**config.mk**
```make
export PLATFORM = sky130hd
export DESIGN_NAME = ds_sequencer
export DESIGN_NICKNAME = d
export VERILOG_FILES = /design/src/rtl/ds_sequencer.sv
export SDC_FILE = /design/constraint.sdc
export NUM_CORES = 1
export LEC_CHECK = 0
export BUFFER_PORTS_ARGS = -buffer_cell sky130_fd_sc_hd__buf_2
export CORE_AREA = 2 2 120 122
export DETAILED_ROUTE_END_ITERATION = 6
export DIE_AREA = 0 0 122 124
export PLACE_DENSITY = 0.69
export SLEW_MARGIN = 30
export SYNTH_ARGS = -nofsm -noshare
export SYNTH_HDL_FRONTEND = slang
export SYNTH_SLANG_ARGS = --single-unit
```
**constraint.sdc**
```tcl
create_clock -name clk -period 8.3 [get_ports clk]
set_clock_uncertainty 0.1 [all_clocks]
set_input_delay 0.83 -clock clk [delete_from_list [all_inputs] [get_ports clk]]
set_output_delay 0.83 -clock clk [all_outputs]
set_load 0.01 [all_outputs]
```
**src/rtl/ds_sequencer.sv**
```systemverilog
// ds_sequencer: DS1302 init/poll scheduler driving the one-hot cmd handshake.
// Ports: clk, rst_n, cmd/cmd_done/rd_data, resync_req, hour/minute/second, time_valid/upd, busy, err.
module ds_sequencer #(
  parameter int POLL_CYCLES    = 50_000_000,
  parameter int TIMEOUT_CYCLES = 1_000_000
) (
  input  logic       clk,
  input  logic       rst_n,
  output logic [7:0] cmd,
  input  logic       cmd_done,
  input  logic [7:0] rd_data,
  input  logic       resync_req,
  output logic [7:0] hour,
  output logic [7:0] minute,
  output logic [7:0] second,
  output logic       time_valid,
  output logic       time_upd,
  output logic       busy,
  output logic       err
);

  typedef enum logic [1:0] {
    S_ISSUE,
    S_GAP,
    S_WAIT
  } state_t;

  localparam int TW = $clog2(TIMEOUT_CYCLES);
  localparam int PW = $clog2(POLL_CYCLES);
  localparam logic [TW-1:0] T_LAST = TW'(TIMEOUT_CYCLES - 1);
  localparam logic [PW-1:0] P_LAST = PW'(POLL_CYCLES - 1);

  state_t      state;
  logic [2:0]  step;
  logic [TW-1:0] tcnt;
  logic [PW-1:0] pcnt;
  logic        resync_pend;
  logic        abort;
  logic [7:0]  sh_h;
  logic [7:0]  sh_m;
  logic [6:0]  sh_s;
  logic        is_read;
  logic        resync;

  assign is_read = (step >= 3'd5);
  assign resync  = resync_pend | resync_req;

  function automatic logic [7:0] step_cmd(input logic [2:0] s);
    return 8'h80 >> s;
  endfunction

  always_ff @(posedge clk or negedge rst_n) begin
    if (!rst_n) begin
      state       <= S_ISSUE;
      step        <= '0;
      tcnt        <= '0;
      pcnt        <= '0;
      resync_pend <= 1'b0;
      abort       <= 1'b0;
      sh_h        <= '0;
      sh_m        <= '0;
      sh_s        <= '0;
      cmd         <= '0;
      hour        <= '0;
      minute      <= '0;
      second      <= '0;
      time_valid  <= 1'b0;
      time_upd    <= 1'b0;
      busy        <= 1'b0;
      err         <= 1'b0;
    end else begin
      time_upd <= 1'b0;
      unique case (state)
        S_ISSUE: begin
          // A resync during init is redundant; during reads it defers.
          if (resync_req) resync_pend <= is_read;
          if (cmd == '0) begin
            // First cycle out of reset: present the command.
            cmd  <= step_cmd(step);
            busy <= 1'b1;
            tcnt <= '0;
          end else if (cmd_done) begin
            unique case (1'b1)
              (step == 3'd5): sh_h <= rd_data;
              (step == 3'd6): sh_m <= rd_data;
              (step == 3'd7): sh_s <= rd_data[6:0];
              default: ;
            endcase
            cmd   <= '0;
            state <= S_GAP;
          end else if (tcnt == T_LAST) begin
            cmd        <= '0;
            err        <= 1'b1;
            time_valid <= 1'b0;
            abort      <= 1'b1;
            state      <= S_GAP;
          end else begin
            tcnt <= tcnt + 1'b1;
          end
        end
        S_GAP: begin
          if (abort || (is_read && resync)) begin
            if (is_read && resync) begin
              err        <= 1'b0;
              time_valid <= 1'b0;
            end
            abort       <= 1'b0;
            resync_pend <= 1'b0;
            step        <= '0;
            cmd         <= step_cmd(3'd0);
            tcnt        <= '0;
            state       <= S_ISSUE;
          end else if (step == 3'd7) begin
            // Whole triple lands on one edge.
            hour        <= sh_h;
            minute      <= sh_m;
            second      <= {1'b0, sh_s};
            time_valid  <= 1'b1;
            time_upd    <= 1'b1;
            busy        <= 1'b0;
            resync_pend <= 1'b0;
            pcnt        <= P_LAST;
            state       <= S_WAIT;
          end else begin
            if (resync_req) resync_pend <= is_read;
            step  <= step + 3'd1;
            cmd   <= step_cmd(step + 3'd1);
            tcnt  <= '0;
            state <= S_ISSUE;
          end
        end
        S_WAIT: begin
          if (resync) begin
            err         <= 1'b0;
            time_valid  <= 1'b0;
            resync_pend <= 1'b0;
            step        <= '0;
            cmd         <= step_cmd(3'd0);
            busy        <= 1'b1;
            tcnt        <= '0;
            state       <= S_ISSUE;
          end else if (pcnt == '0) begin
            step  <= 3'd5;
            cmd   <= step_cmd(3'd5);
            busy  <= 1'b1;
            tcnt  <= '0;
            state <= S_ISSUE;
          end else begin
            pcnt <= pcnt - 1'b1;
          end
        end
        default: state <= S_ISSUE;
      endcase
    end
  end

endmodule

```
# After elaboration in Yosys (flattened, before gate mapping)

Cells that the tools add are included.

Word-level logic and storage cells: 135
Bits in registers: 111
Input bits: 12

Mux-type cells: 62
Order comparisons: 1
$add $sub $neg: 3
Bitwise gates (word level): 3
Reductions and logical operators: 22
Equal/unequal tests: 25
Shift operators: 2

Operators by type and width:

| cell                                                | count |
|---|---|
| 2-to-1 mux 20 bit                                   | 7 |
| 2-to-1 mux 26 bit                                   | 4 |
| case mux 20 bit (3 select lines)                    | 1 |
| 2-to-1 mux 8 bit                                    | 7 |
| case mux 26 bit (2 select lines)                    | 1 |
| zero test 26 bit                                    | 1 |
| subtractor 26 x 1 -> 26 bit (second input constant) | 1 |
| case mux 8 bit (3 select lines)                     | 1 |
| 2-to-1 mux 1 bit                                    | 23 |
| != test 2 bit (second input constant)               | 11 |
| != test 3 bit (second input constant)               | 7 |
| adder 20 x 1 -> 20 bit (second input constant)      | 1 |
| == test 20 bit (second input constant)              | 1 |
| AND reduction 5 bit                                 | 4 |
| AND reduction 4 bit                                 | 4 |
| right shift 8 x 3 -> 8 bit (first input constant)   | 2 |
| 2-to-1 mux 2 bit                                    | 7 |
| AND reduction 7 bit                                 | 2 |
| 2-to-1 mux 3 bit                                    | 4 |
| case mux 1 bit (3 select lines)                     | 4 |
| == test 3 bit (second input constant)               | 3 |
| AND reduction 3 bit                                 | 3 |
| zero test 8 bit                                     | 1 |
| case mux 2 bit (3 select lines)                     | 1 |
| 15 further kinds                                    | 17 |

# Depth between registers and ports, before layout

Gate-level depths: netlist of run 1.

Depth after elaboration: 5
Mapped depth: 10
Mapped depth without buffers: 8

# Least setup slack after synthesis of run 1

No wires, ideal clock.

Path kind: register -> register
From: reg step[1]
To: reg tcnt[10]
Setup time: 0.139 ns
Stages on the path, launching flop included: 11
Slack: 5.695 ns
Arrival time: 2.365 ns
Clock period less this slack: 2.605 ns
Cells stage by stage: dfrtp_1 inv_1 ha_1 clkbuf_1 o31ai_1 o21ai_1 nand2_1 clkbuf_1 clkbuf_1 o41ai_1 o31ai_2

Longest elaborated chain between the ends: 5
Elaborated cells between the ends (all ways): 8
Those cells by class: order compare (1); eq/ne (2); mux (2); reduce/logical (3)

Ends and longest elaborated chain:

| what                                                                                            | RTL line | RTL |
|---|---|---|
| start, declared                                                                                 | 34       | `logic [2:0] step;` |
| start signal, assigned                                                                          | 126      | `step <= step + 3'd1;` |
| greater-or-equal comparator 3 bit                                                               | 45       | `assign is_read = (step >= 3'd5);` |
| logical AND 1 bit                                                                               | 102      | `if (abort \|\| (is_read && resync)) begin` |
| logical OR 1 bit                                                                                | 102      |  |
| != test 3 bit (no source line) / 2-to-1 mux 20 bit (equally long branches)                      | --       |  |
| AND reduction 5 bit (no source line) / case mux 20 bit (3 select lines) (equally long branches) | --       |  |
| end signal, assigned                                                                            | 98       | `tcnt <= tcnt + 1'b1;` |
| end, declared                                                                                   | 35       | `logic [TW-1:0] tcnt;` |

Parallel ways exist; a longest one is shown, timed or not.
A chain may end at the register's enable or synchronous reset.

# Worst setup path after layout of run 1

From: reg step[1]
To: reg tcnt[14]

Same word-level chain as after synthesis.

==> flow_metrics.py, run 1 <==
metrics = {
    "setup_path": {
        "critPathLaunchType": "flip-flop",
        "reg2reg_from": "step[1]$_DFFE_PN0P_",
        "path_max_fanout": 30,
        "r2r_cells": 8,
        "crit_path_end_kind": "flip-flop",
        "worstPathRequired_ns": 8.46,
        "critPathKind": "flip-flop to flip-flop",
        "rr_endpoint": "tcnt[14]$_DFFE_PN0P_",
        "rrSetupSlack_ns": 4.12,
        "cp-startpoint": "step[1]$_DFFE_PN0P_",
        "arrival_ns": 4.34,
    },
    "hold_path": {
        "min_path_cells": 2,
        "hp-start": "sh_m[5]$_DFFE_PN0P_",
        "hold_path_class": "flip-flop to flip-flop",
        "min_to": "minute[5]$_DFFE_PN0P_",
    },
    "clock_tree": {
        "numCtsBuffers": 9,
        "cts_resized": 0,
        "clk_pin_slew_ns": 0.08,
        "cts.path.max_buffers": 2,
        "post_cts_buffers": 0,
        "clkLatencyLatePin_ns": 0.36,
        "cts-root-buf": "clkbuf_16",
        "clock_sinks": 111,
        "postCtsHoldBufs": 0,
        "cts.htree.levels": 3,
        "cts_tree": "yes",
    },
    "global_routing": {
        "grt_pass1_vias": 4772,
        "antenna_found_initial": 0,
        "grt_pass1_wl_mm": 23.6,
        "grt_overflow": 0,
        "grt.total_usage": 0.195,
        "grt_max_degree": 58,
    },
    "placed_design": {
        "dp_hpwl_mm": 9.55,
        "pre_cts_ws_ns": 4.51,
        "dp.cells": 805,
        "place_congestion": 0.885,
        "port_buffers": 46,
    },
    "yosys": {
        "ys_ff_latch": 111,
        "ys_seq_area_frac": 0.456,
        "synth_top_cell_by_area": "dfrtp_1",
        "postSynthAreaPerCell_um2": 9.96,
        "synth_fp_nets": 636,
        "async_flop_share": 1.00,
        "ys_top_cells_by_area": "dfrtp_1 (46%), nand2_1 (5.4%), mux2_2 (4.4%), o41ai_1 (3.2%), ha_1 (2.7%)",
        "synthCells": 611,
        "synth_flop_cell": "dfrtp_1",
        "synth_warnings": 0,
        "netlist_area_mm2": 0.00609,
        "yosys.area.top_type_share": 0.456,
        "synth_edf_count": 0,
        "synth_common_cells": "dfrtp_1 (111), nand2_1 (88), nor2_1 (30)",
        "synthDistinctLibCells": 74,
        "yosysMostFrequentCell": "dfrtp_1",
    },
    "cells_and_area": {
        "fillers": 1264,
        "layout.nets": 661,
        "area_growth_pct": 10.5,
        "n_antenna_cell": 0,
        "stdcell_count": 821,
        "fin_util": 0.490,
        "layout-drive-gt1-share": 0.204,
    },
    "detailed_routing": {
        "drt_pass1_iterations": 5,
        "vias_per_cell": 6.04,
        "drc": 0,
        "antenna_left": 0,
        "drt-total-wl_mm": 14.1,
        "num_vias": 4960,
        "post_drt_wl_per_cell_um": 17.2,
        "drt_iter0_markers": 366,
    },
    "die": {
        "die_w_um": 122,
        "num_rows": 43,
        "die-area_mm2": 0.0151,
        "pin_count": 48,
        "dieHeight_um": 124,
        "initial_core_util": 0.444,
        "core_area_mm2": 0.0137,
    },
    "power_and_ir_drop": {
        "p_leak_uw": 0.00306,
        "pwr-share-clk": 0.291,
        "p_comb_frac": 0.277,
        "pwr-share-seq": 0.432,
        "pwr_density_cell_mw_per_mm2": 230,
        "net-switching-power_uw": 554,
        "power_uw": 1540,
        "swShare": 0.359,
        "vdd_drop_max_mv": 0.0981,
        "intPower_uw": 991,
    },
    "sta": {
        "final_hold_viol_count": 0,
        "tns_ns": 0,
        "max_slew_margin": 0.408,
        "setup_violations": 0,
        "tightest_slew_ns": 0.882,
        "fin_crit_ns": 4.18,
        "rsz0062_at_grt": "no",
        "max_freq_ghz": 0.239,
        "fin_ws_ns": 4.12,
        "fin_crit_sh": 0.504,
        "report.final.slew_viol_count": 0,
    },
    "run": {
        "drv_cap": 0,
    },
    "run_status": {
        "status": "completed",
    },
}
-- worst max path at each step --
| stage | to | slack (ns) | cells after the start |
|---|---|---|---|
| 6_report | tcnt[14]$_DFFE_PN0P_ | 4.12 | 8 |
| 5_1_grt | tcnt[14]$_DFFE_PN0P_ | 3.74 | 8 |
| 4_1_cts | tcnt[14]$_DFFE_PN0P_ | 4.50 | 8 |
| 3_5_place_dp | tcnt[14]$_DFFE_PN0P_ | 4.51 | 8 |
| 3_3_place_gp | tcnt[14]$_DFFE_PN0P_ | 4.26 | 7 |
| 2_1_floorplan | tcnt[10]$_DFFE_PN0P_ | 5.70 | 10 |
-- power by group through the flow --
stage,Clock [uW],Combinational (uW),Sequential (uW)
2_1_floorplan,0,341,663
3_3_place_gp,0,406,670
3_5_place_dp,0,424,675
4_1_cts,462,425,665
5_1_grt,481,471,679
6_report,449,428,667
-- kinds of logic after synthesis --
logic type	synth area share
other cells	0.000616
buf+inv	0.0419
flops	0.456
fa+ha+maj	0.0267
compound gates	0.181
mux	0.0740
simple gates	0.219
-- cell usage in the layout (no fill, tap or decap), types with 8 or more instances in the layout --
cell       synthesis  routed
a21oi_1           19      19
a31oi_1           10      10
buf_2             10      45
clkbuf_16          0       9
dfrtp_1          111     111
ha_1              13      13
inv_1             17      16
mux2_2            24      24
mux2_4             8       8
nand2_1           88      88
nand3_1           27      27
nand4_1           13      13
nor2_1            30      30
nor3_1            12      11
o21ai_0           19      19
o31ai_1           14      14
o41ai_1           22      22
or4_1             12      12
-- flip-flops by register name, indices dropped and copies added, names as in the netlist --
register / count
pcnt: 26
tcnt: 20
cmd: 8
hour: 8
minute: 8
sh_h: 8
sh_m: 8
second: 7
sh_s: 7
step: 3
state: 2
abort: 1
busy: 1
err: 1
resync_pend: 1
time_upd: 1
time_valid: 1
-- critical path, stage by stage (launching register included) --
cell and delay (ns):
dfrtp_1 0.45, inv_1 0.13, ha_1 0.30, o31ai_1 0.20, o21ai_4 0.64, clkinv_1 0.94, nor3_2 0.65, nand3_4 0.29
o41ai_1 0.38
-- layer usage --
layer,vias to the layer above,GRT usage,routed length (um)
met4,0,0.0647,146
met5,-,0,0
met2,137,0.325,6930
li1,2350,-,-
met1,2463,0.259,6360
met3,10,0.0334,687
-- layout make-up --
| cell class | count | area [um^2] | share of cell area |
|---|---|---|---|
| clock inverters | 7 | 93.8 | 0.0140 |
| inverters | 17 | 63.8 | 0.00949 |
| clock buffers | 9 | 225 | 0.0335 |
| flip-flops and latches | 111 | 2780 | 0.413 |
| well taps | 180 | 225 | 0.0335 |
| multi-input cells | 447 | 3080 | 0.458 |
| repair buffers | 50 | 263 | 0.0391 |
-- per-stage QoR --
| step | instance area [um^2] | hold slack, ns |
|---|---|---|
| 2_1_floorplan | 6090 | 0.333 |
| 3_3_place_gp | 6390 | 0.346 |
| 3_5_place_dp | 6400 | 0.345 |
| 4_1_cts | 6720 | 0.366 |
| 5_1_grt | 6730 | 0.396 |
| 6_report | 6730 | 0.365 |
Power figures use the tool's default switching activity.
==> inputs of run 2 (changes only) <==
clock period = 4.12 ns   (was 8.3 ns; I/O delays follow)
==> flow_metrics.py, run 2 (same netlist as run 1, synthesis figures left out) <==
metrics = {
    "setup_path": {
        "worstPathRequired_ns": 4.28,
        "critPathKind": "flip-flop to flip-flop",
        "cp-startpoint": "step[0]$_DFFE_PN0P_",
        "r2r_cells": 9,
        "crit_path_end_kind": "flip-flop",
        "critPathLaunchType": "flip-flop",
        "path_max_fanout": 25,
        "arrival_ns": 3.35,
        "rrSetupSlack_ns": 0.93,
        "reg2reg_from": "step[0]$_DFFE_PN0P_",
    },
    "detailed_routing": {
        "drc": 0,
        "drt_iter0_markers": 438,
        "drt-total-wl_mm": 14.1,
        "vias_per_cell": 6.06,
        "drt_pass1_iterations": 5,
        "post_drt_wl_per_cell_um": 17.1,
        "num_vias": 4997,
        "antenna_left": 0,
    },
    "cells_and_area": {
        "top_regs": "pcnt: 26 flops, tcnt: 20 flops",
        "fillers": 1241,
        "top_register": "pcnt",
        "layout.nets": 663,
        "final_area_mm2": 0.00673,
        "ff_latch_area_mm2": 0.00278,
        "largest_register_ffs": 26,
        "area_growth_pct": 10.5,
        "layout_commonest_cell": "dfrtp_1",
        "mostFrequentLayoutCells": "dfrtp_1 (111), nand2_1 (88), buf_2 (45), nor2_1 (30), nand3_1 (27)",
        "layout-drive-gt1-share": 0.205,
        "multi_input_area_mm2": 0.00307,
    },
    "hold_path": {
        "hold_path_class": "input pin to async pin",
    },
    "placed_design": {
        "dp_hpwl_mm": 9.54,
        "placed_area_mm2": 0.00641,
        "place_congestion": 0.841,
        "port_buffers": 46,
    },
    "power_and_ir_drop": {
        "pwr_density_cell_mw_per_mm2": 458,
        "vdd_drop_max_mv": 0.250,
        "p_leak_uw": 0.00307,
    },
    "sta": {
        "report.final.slew_viol_count": 0,
        "final_hold_viol_count": 0,
        "max_slew_margin": 0.471,
        "fin_crit_ns": 3.19,
        "setup_violations": 0,
        "max_freq_ghz": 0.313,
        "tns_ns": 0,
        "tightest_slew_ns": 0.791,
        "rsz0062_at_grt": "no",
        "fin_crit_sh": 0.775,
    },
    "global_routing": {
        "met2_usage": 0.314,
        "grt_overflow": 0,
        "grt_max_degree": 86,
        "grt_util_met3": 0.0375,
        "grt_pass1_wl_mm": 23.5,
        "use_met1": 0.264,
        "grt.total_usage": 0.194,
        "antenna_found_initial": 1,
        "grt_pass1_vias": 4816,
        "gr-max-usage-layer": "met2",
    },
    "clock_tree": {
        "post_cts_buffers": 0,
        "clock_sinks": 111,
        "clkLatencyLatePin_ns": 0.36,
        "cts.htree.levels": 3,
        "postCtsHoldBufs": 0,
        "clk_pin_slew_ns": 0.08,
        "cts_tree": "yes",
        "cts.path.max_buffers": 2,
        "cts-root-buf": "clkbuf_16",
        "numCtsBuffers": 9,
        "cts_resized": 0,
    },
    "die": {
        "core_area_mm2": 0.0137,
        "die_w_um": 122,
        "pin_count": 48,
        "dieHeight_um": 124,
        "num_rows": 43,
        "die-area_mm2": 0.0151,
        "initial_core_util": 0.444,
    },
    "run": {
        "drv_cap": 0,
    },
    "run_status": {
        "status": "completed",
    },
}
## run 2: layer usage
layer | wire [um] | up-vias
met3 | 720 | 18
met2 | 6620 | 138
met4 | 233 | 0
li1 | - | 2354
met1 | 6560 | 2487
met5 | 0 | -
## run 2: cell type report
class	count	share of cell area
inverter	17	0.00949
timing repair buffer	52	0.0419
tap	180	0.0335
sequential	111	0.413
multi-input combinational	447	0.457
clock inverter	7	0.0115
clock buffer	9	0.0335
antenna	1	0.000372
## run 2: critical path, cell delays in order, from the launching register on
cell     delay (ns)
dfrtp_1        0.46
ha_1           0.26
ha_1           0.27
and3b_1        0.26
o21ai_2        0.11
buf_4          0.33
inv_1          0.21
nor3_2         0.41
nand3_4        0.29
o41ai_1        0.39
## run 2: final timing paths
path                                          to
max in group asynchronous   pcnt[25]$_DFFE_PN0P_
min in group clk             sh_m[7]$_DFFE_PN0P_
setup reg to reg            tcnt[14]$_DFFE_PN0P_
hold / removal             second[4]$_DFFE_PN0P_
setup / recovery            tcnt[14]$_DFFE_PN0P_
hold reg to reg            second[3]$_DFFE_PN0P_
## run 2: per-stage QoR
| stage | setup WS, ns | util | hold slack, ns | instances | power, uW |
|---|---|---|---|---|---|
| after CTS | 0.955 | 0.490 | 0.0349 | 823 | 3100 |
| after global placement | 1.07 | 0.467 | 0.343 | 807 | 2180 |
| final | 0.926 | 0.490 | 0.000545 | 824 | 3080 |
| after detailed placement | 0.990 | 0.467 | 0.352 | 807 | 2210 |
| after floorplan | 1.52 | - | 0.0164 | 611 | 2020 |
| after global routing | 0.753 | 0.490 | 0.0797 | 824 | 3260 |
## run 2: report_power, final
part | internal, uW | switching [uW] | total [uW]
clock network | 432 | 448 | 880
logic | 332 | 526 | 858
registers | 1220 | 122 | 1340
total | 1990 | 1100 | 3080
==> inputs of run 3 (changes only) <==
ABC_AREA = 1   (was not set)
CORE_AREA = 2 2 123 125   (was 2 2 120 122)
DIE_AREA = 0 0 125 127   (was 0 0 122 124)
PLACE_DENSITY = 0.71   (was 0.69)
clock period = 2.8 ns   (was 4.12 ns; I/O delays follow)
==> flow_metrics.py, run 3 <==
metrics = {
    "global_routing": {
        "grt_pass1_vias": 5405,
        "grt_overflow": 0,
        "antenna_found_initial": 0,
        "grt_pass1_wl_mm": 25.3,
        "grt_max_degree": 59,
        "grt.total_usage": 0.192,
    },
    "sta": {
        "report.final.slew_viol_count": 0,
        "setup_violations": 0,
        "tns_ns": 0,
        "fin_crit_ns": 2.35,
        "tightest_slew_ns": 0.528,
        "rsz0062_at_grt": "no",
        "final_hold_viol_count": 0,
        "max_slew_margin": 0.647,
        "fin_crit_sh": 0.838,
        "max_freq_ghz": 0.426,
    },
    "yosys": {
        "ys_seq_area_frac": 0.432,
        "yosys.area.top_type_share": 0.432,
        "synthCells": 912,
        "synth_top_cell_by_area": "dfrtp_1",
        "synth_flop_cell": "dfrtp_1",
        "postSynthAreaPerCell_um2": 7.05,
        "yosysMostFrequentCell": "nand2_1",
        "async_flop_share": 1.00,
        "netlist_area_mm2": 0.00643,
        "synthDistinctLibCells": 41,
        "ys_ff_latch": 111,
        "synth_warnings": 0,
        "synth_edf_count": 0,
        "synth_fp_nets": 937,
        "synth_common_cells": "nand2_1 (393), dfrtp_1 (111), nor2_1 (108)",
        "ys_top_cells_by_area": "dfrtp_1 (43%), nand2_1 (23%), nor2_1 (6.3%), nand3_1 (4.8%), inv_1 (3.7%)",
    },
    "detailed_routing": {
        "wl_met2_mm": 7.08,
        "drt_iter0_markers": 443,
        "met3WireLength_um": 631,
        "drt_pass1_iterations": 5,
        "vias_per_cell": 4.97,
        "post_drt_wl_per_cell_um": 12.9,
        "antenna_left": 0,
        "highest_layer": "met4",
        "num_vias": 5685,
        "drt-total-wl_mm": 14.8,
        "drc": 0,
        "wirelength_met1_mm": 6.95,
    },
    "cells_and_area": {
        "n_antenna_cell": 0,
        "layout.nets": 979,
        "fillers": 1431,
        "layout_commonest_cell": "nand2_1",
        "mostFrequentLayoutCells": "nand2_1 (393), dfrtp_1 (111), nor2_1 (108), inv_1 (63), nand3_1 (62)",
        "fin_util": 0.496,
        "layout-drive-gt1-share": 0.109,
        "area_growth_pct": 11.3,
        "largest_register_ffs": 26,
        "top_register": "pcnt",
        "top_regs": "pcnt: 26 flops, tcnt: 20 flops",
    },
    "setup_path": {
        "slowest_delay_ns": 0.43,
        "cp_cell_sequence": "inv_1, ha_1, inv_1, nor2_4, inv_1, nor2_2, nand3_1, o21ai_0",
        "crit_top_cell": "inv_1",
        "path_max_fanout": 16,
        "worstPathRequired_ns": 2.96,
        "critPathKind": "flip-flop to flip-flop",
        "critPathTopFamily": "simple AND/OR/NAND/NOR gates",
        "reg2reg_from": "state[1]$_DFFE_PN0P_",
        "crit_slowest_cell": "dfrtp_1",
        "cp-startpoint": "state[1]$_DFFE_PN0P_",
        "arrival_ns": 2.51,
        "cp_num_buf_inv": 3,
        "critPathLaunchType": "flip-flop",
        "crit_path_end_kind": "flip-flop",
    },
    "clock_tree": {
        "clkLatencyLatePin_ns": 0.36,
        "cts_tree": "yes",
        "cts-root-buf": "clkbuf_16",
        "cts.path.max_buffers": 2,
        "clock_sinks": 111,
        "cts_resized": 0,
        "numCtsBuffers": 9,
        "clk_pin_slew_ns": 0.09,
        "cts.htree.levels": 3,
    },
    "die": {
        "initial_core_util": 0.446,
        "core_area_mm2": 0.0144,
        "die-area_mm2": 0.0159,
        "die_w_um": 125,
        "num_rows": 44,
        "pin_count": 48,
        "dieHeight_um": 127,
    },
    "power_and_ir_drop": {
        "power_uw": 5570,
        "p_leak_uw": 0.00372,
        "pwr_density_cell_mw_per_mm2": 779,
        "vdd_drop_max_mv": 0.432,
    },
    "run": {
        "drv_cap": 0,
    },
    "placed_design": {
        "port_buffers": 46,
        "place_congestion": 0.876,
        "dp_hpwl_mm": 10.5,
    },
    "hold_path": {
        "hold_path_class": "input pin to flip-flop",
        "hp-start": "rd_data[7]",
    },
    "run_status": {
        "status": "completed",
    },
}
==> run 3: final timing paths <==
check | to | slack [ns] | cells after the start
max in group asynchronous | pcnt[20]$_DFFE_PN0P_ | 1.61 | 3
max | sh_m[0]$_DFFE_PN0P_ | 0.45 | 8
min reg2reg | second[5]$_DFFE_PN0P_ | 0.37 | 2
max reg2reg | sh_m[0]$_DFFE_PN0P_ | 0.45 | 8
min in group asynchronous | tcnt[4]$_DFFE_PN0P_ | 0.32 | 2
min | sh_h[7]$_DFFE_PN0P_ | 0.08 | 3
==> run 3: cell families after synthesis <==
family / synth area share
flip-flops: 0.432
AO/OA/AOI/OAI: 0.0487
other: 0.000583
XOR/XNOR: 0.0177
buffers and inverters: 0.0631
adder cells (fa/ha/maj): 0.0253
AND/OR/NAND/NOR: 0.412
==> run 3: through the flow <==
step / cells / setup WS, ns / area, um^2 / hold slack, ns
after floorplan: 912 / 0.939 / 6430 / -0.116
after global placement: 1126 / 0.552 / 6830 / 0.174
after detailed placement: 1126 / 0.477 / 6830 / 0.176
after CTS: 1143 / 0.414 / 7150 / 0.0745
after global routing: 1143 / 0.163 / 7150 / 0.0971
final: 1143 / 0.453 / 7150 / 0.0811
==> run 3: report_power, final <==
group          leakage (uW)  internal [uW]  switching [uW]
clock network      0.000152            644             680
registers           0.00149           1920             307
logic               0.00208            637            1390
==> run 3: cell type report <==
class | instances | area (um^2) | share of cell area
inverter | 68 | 255 | 0.0357
timing repair buffer | 57 | 330 | 0.0462
sequential | 111 | 2780 | 0.388
tap | 184 | 230 | 0.0322
multi-input combinational | 707 | 3240 | 0.454
clock buffer | 9 | 225 | 0.0315
clock inverter | 7 | 88.8 | 0.0124
==> run 3: what timing repair did <==
action / in CTS / in global routing
setup buffers: 0 / 0
hold buffers: 1 / 0
hold endpoints to repair: 31 / 0
==> run 3: worst min-delay path, delay by kind of cell <==
kind,cells,cell delay (ns)
AOI/OAI and AO/OA,1,0.08
buffers and inverters,2,0.14
==> run 3: layer usage <==
layer,vias up,global-route usage
met4,0,0.0451
met3,8,0.0448
met1,2645,0.253
met5,-,0
li1,2934,-
met2,98,0.326
